**src/rtl/trigger_monitor.sv**
```systemverilog
// trigger_monitor: locks onto a periodic trigger pulse and flags early/missing triggers while locked.
// Optional sticky error flag built only when TRIGGER_MONITOR_STICKY_EN is defined.
module trigger_monitor #(
    parameter int N        = 2,
    parameter int TOL      = 0,
    parameter int LOCK_CNT = 3,
    parameter int CNT_W    = 8
) (
    input  logic             clk,
    input  logic             rst,
    input  logic             nul,
    input  logic             trigger,
    output logic             locked,
    output logic             err_early,
    output logic             err_late,
    output logic [CNT_W-1:0] period,
    output logic [7:0]       err_cnt,
    output logic             err_flag
);
    typedef enum logic [1:0] {IDLE, ACQ, LOCKED} state_t;
    localparam int GW = $clog2(LOCK_CNT + 1);
    localparam logic [CNT_W:0] LO = (CNT_W+1)'(N - TOL);
    localparam logic [CNT_W:0] HI = (CNT_W+1)'(N + TOL);
    state_t state, state_nx;
    logic [CNT_W-1:0] cnt;
    logic [CNT_W:0] e;
    logic [GW-1:0] good, good_nx;
    logic in_rng, early, late, upd;
    // elapsed interval is one wider so a saturated counter cannot wrap
    assign e = {1'b0, cnt} + (CNT_W+1)'(1);
    assign in_rng = (e >= LO) && (e <= HI);
    always_comb begin
        state_nx = state;
        good_nx  = good;
        early    = 1'b0;
        late     = 1'b0;
        upd      = 1'b0;
        case (state)
            IDLE: begin
                if (trigger) begin
                    state_nx = ACQ;
                    good_nx  = '0;
                end
            end
            ACQ: begin
                if (trigger) begin
                    upd = 1'b1;
                    if (!in_rng) good_nx = '0;
                    else if (good == GW'(LOCK_CNT - 1)) begin
                        state_nx = LOCKED;
                        good_nx  = '0;
                    end else good_nx = good + GW'(1);
                end else if (e == HI) begin
                    state_nx = IDLE;
                    good_nx  = '0;
                end
            end
            LOCKED: begin
                if (trigger) begin
                    upd = 1'b1;
                    if (e < LO) begin
                        early    = 1'b1;
                        state_nx = ACQ;
                        good_nx  = '0;
                    end
                end else if (e == HI) begin
                    late     = 1'b1;
                    state_nx = IDLE;
                end
            end
            default: state_nx = IDLE;
        endcase
    end
    always_ff @(posedge clk) begin
        if (rst) begin
            state     <= IDLE;
            cnt       <= '0;
            good      <= '0;
            locked    <= 1'b0;
            err_early <= 1'b0;
            err_late  <= 1'b0;
            period    <= '0;
            err_cnt   <= '0;
        end else if (!nul) begin
            state     <= IDLE;
            cnt       <= '0;
            good      <= '0;
            locked    <= 1'b0;
            err_early <= 1'b0;
            err_late  <= 1'b0;
            err_cnt   <= '0;
        end else begin
            state     <= state_nx;
            good      <= good_nx;
            cnt       <= trigger ? '0 : (&cnt ? cnt : cnt + CNT_W'(1));
            locked    <= state_nx == LOCKED;
            err_early <= early;
            err_late  <= late;
            if (upd) period <= e[CNT_W-1:0];
            if ((early || late) && err_cnt != 8'hff) err_cnt <= err_cnt + 8'd1;
        end
    end
`ifdef TRIGGER_MONITOR_STICKY_EN
    always_ff @(posedge clk) begin
        if (rst || !nul) err_flag <= 1'b0;
        else if (early || late) err_flag <= 1'b1;
    end
`else
    assign err_flag = 1'b0;
`endif
endmodule

```
**config.mk**
```make
export PLATFORM = sky130hd
export DESIGN_NAME = trigger_monitor
export DESIGN_NICKNAME = d
export VERILOG_FILES = /design/src/rtl/trigger_monitor.sv
export SDC_FILE = /design/constraint.sdc
export NUM_CORES = 1
export LEC_CHECK = 0
export CORE_UTILIZATION = 45
export CTS_BUF_LIST = sky130_fd_sc_hd__clkbuf_4
export DETAILED_ROUTE_END_ITERATION = 10
export MAX_ROUTING_LAYER = met4
export PLACE_DENSITY = 0.67
export SLEW_MARGIN = 20
export SYNTH_ARGS = -nofsm -noshare
export SYNTH_HDL_FRONTEND = slang
export SYNTH_SLANG_ARGS = --single-unit
```
**constraint.sdc**
```tcl
create_clock -name clk -period 3.54 [get_ports clk]
set_input_delay 0.354 -clock clk [delete_from_list [all_inputs] [get_ports clk]]
set_output_delay 0.354 -clock clk [all_outputs]
set_load 0.005 [all_outputs]
```
==> qor.yml <==
finalNonFillerCells: 264
die_area_um2: 4246
die_h_um: 65.17
ir_drop_uv: 107.2
fin_total_pwr_w: 0.0006656
globalplace.congestion: 0.9316
cp_max_fo: 16
ys_seq_area_share_pct: 34.56
cap_violations: 0
core_area_um2: 3744
numCtsBuffers: 5
viasPerCell: 6.011
cp_slowest_cell: "or4_1"
ff_latch_area_um2: 620.6
yosys.area.top_type_share_pct: 34.56
fin_crit_sh_pct: 72.49
max_freq_ghz: 0.3897
path_buf_inv: 0
htree_num_levels: 2
synthCells: 201
critPathLaunchType: "flop"
tightest_slew_ns: 0.6520
setup_violations: 0
yosysUniqueCellTypes: 57
drive_gt1_share_pct: 9.259
clk_path_buf_depth: 2
multi_input_area_um2: 1044
grt_setup_unrepaired: "false"
synth_fp_nets: 213
powerDensity_nw_per_um2: 326.4
synth-seq-cells: 31
cp.required_ns: 3.81
grt_antenna_before_repair: 0
path_cells: "ha_1 > nand2_1 > nor4_4 > o2111ai_4 > or4_1 > a21oi_1"
clock_latency_ns: 0.33
syn_area_um2: 1795
nNetsFinal: 227
dp_hpwl_um: 2885
cts_resized: 0
end_kind: "flop"
arrival_ns: 2.83
syn_to_final_growth_pct: 13.59
nFillCells: 355
finalCriticalPeriod_ns: 2.566
grtUsageTotal_pct: 20.87
slew_headroom_pct: 56.45
path_clk_slew_ns: 0.10
reg2reg_to: "err_cnt[7]$_SDFFE_PP0P_"
ctsRootBufferMaster: "clkbuf_4"
yosys.area.top_type: "dfxtp_1"
dr_total_vias: 1587
min_path_cells: 2
ioPinCount: 24
grt-ovfl-total: 0
synth.top_cells.by_area: "dfxtp_1 35%, ha_1 5.6%, a211oi_1 5.0%"
drtIter0Drc: 141
grt_pass1_vias: 1476
cp-startpoint: "cnt[0]$_SDFFE_PP0N_"
crit_family: "simple AND/OR/NAND/NOR gates"
r2r-start: "cnt[0]$_SDFFE_PP0N_"
min_to: "good[1]$_SDFFE_PP0P_"
synth-edff-count: 0
grt_max_degree: 17
drc: 0
rows: 22
fp.dieW_um: 65.17
wl_um: 3917
post-place-cells: 256
dr.pass1.iters: 6
cts_hold_buf: 0
antenna_cells: 0
synth_area_per_cell_um2: 8.933
yosysMostFrequentCell: "dfxtp_1"
power.leakage_nw: 0.6476
cts_sinks: 31
status: "complete, no violations"
io_buffers: 22
crit_type: "reg -> reg"
report.final.slew_viol_count: 0
reg2reg_depth: 6
min_from: "good[1]$_SDFFE_PP0P_"
fin_worst_skew_ns: 0.006829
async_flop_share_pct: 0
slowest_delay_ns: 0.54
fin_setup_tns_ns: 0
antenna_left: 0
finalHoldViolCount: 0
cts_setup_buffers: 0
min_path_type: "reg -> reg"
initial_core_util_pct: 47.96
crit_cells: 6
grt_pass1_wl_um: 6699
ys.flop_type: "dfxtp_1"
synthTopCellsByCount: "31 x dfxtp_1, 21 x nor2_1, 12 x a211oi_1, 12 x a21oi_1, 12 x nand3_1"
wl_per_cell_um: 14.84
tritoncts: "done"
r2r_slack_ns: 0.97
yosysWarnings: 0
==> layout by cell type, fill, tap and decap left out, types with 5 or more instances in the layout <==
cell type | synthesis | layout
ha_1 | 8 | 8
clkbuf_4 | 1 | 5
inv_1 | 5 | 5
a211oi_1 | 12 | 12
a21oi_1 | 12 | 12
nand3_1 | 12 | 12
xnor2_1 | 8 | 8
nor2_1 | 21 | 21
dfxtp_1 | 31 | 31
clkdlybuf4s50_1 | 0 | 22
nor3_1 | 6 | 6
nand2_1 | 10 | 10
==> cells by family after synthesis <==
group / count (synthesis) / synth area share (%)
flops: 31 / 34.56
compound gates: 60 / 26.13
buf+inv: 20 / 7.317
xor+xnor: 9 / 4.390
fa+ha+maj: 8 / 5.575
other cells: 1 / 0.2089
simple gates: 72 / 21.81
==> stage by stage <==
stage	cell area, um2	worst slack [ns]	utilization [%]	hold slack, ns
5_1_grt	2039	0.7798	54.48	0.5101
3_3_place_gp	1963	1.147	52.44	0.4633
3_5_place_dp	1963	1.018	52.44	0.4658
6_report	2039	0.9738	54.48	0.4785
2_1_floorplan	1795	1.435	-	0.4407
4_1_cts	2039	0.9895	54.48	0.4788
==> registers in the layout (all words and copies together) (netlist names) <==
name	count
period	8
state	2
err_early	1
good	2
err_late	1
locked	1
cnt	8
err_cnt	8
==> power breakdown <==
part | leakage [nW] | internal [W] | switching (W)
clock network | 0.0426 | 0.000145 | 0.000124
logic | 0.355 | 0.0000166 | 0.0000249
registers | 0.250 | 0.000352 | 0.00000331
==> worst reg2reg max path, stage by stage (launching register included) <==
cell and delay, ns:
dfxtp_1 0.49, ha_1 0.35, nand2_1 0.19, nor4_4 0.47
o2111ai_4 0.31, or4_1 0.55, a21oi_1 0.16
==> layer usage <==
metal	GRT usage, %	wire (um)	part of all wire (%)	up-vias
li1	-	-	-	793
met3	5.382	196	5.0	2
met5	-	0	0	-
met4	5.435	10	0.26	0
met1	26.20	1860	47	753
met2	33.25	1849	47	39
==> area by class of cell <==
type | count | share of cell area [%]
timing repair buffer | 22 | 10.80
tap | 48 | 2.945
clock inverter | 3 | 1.902
inverter | 5 | 0.9202
multi-input combinational | 150 | 51.17
clock buffer | 5 | 1.840
sequential | 31 | 30.43
==> worst max-delay path by stage <==
stage                                          to  slack [ns]
after floorplan           err_cnt[7]$_SDFFE_PP0P_        1.43
after global placement    err_cnt[7]$_SDFFE_PP0P_        1.15
after detailed placement  err_cnt[7]$_SDFFE_PP0P_        1.02
after CTS                 err_cnt[7]$_SDFFE_PP0P_        0.99
after global routing      err_cnt[4]$_SDFFE_PP0P_        0.78
final                     err_cnt[7]$_SDFFE_PP0P_        0.97
Power figures use the tool's default switching activity.
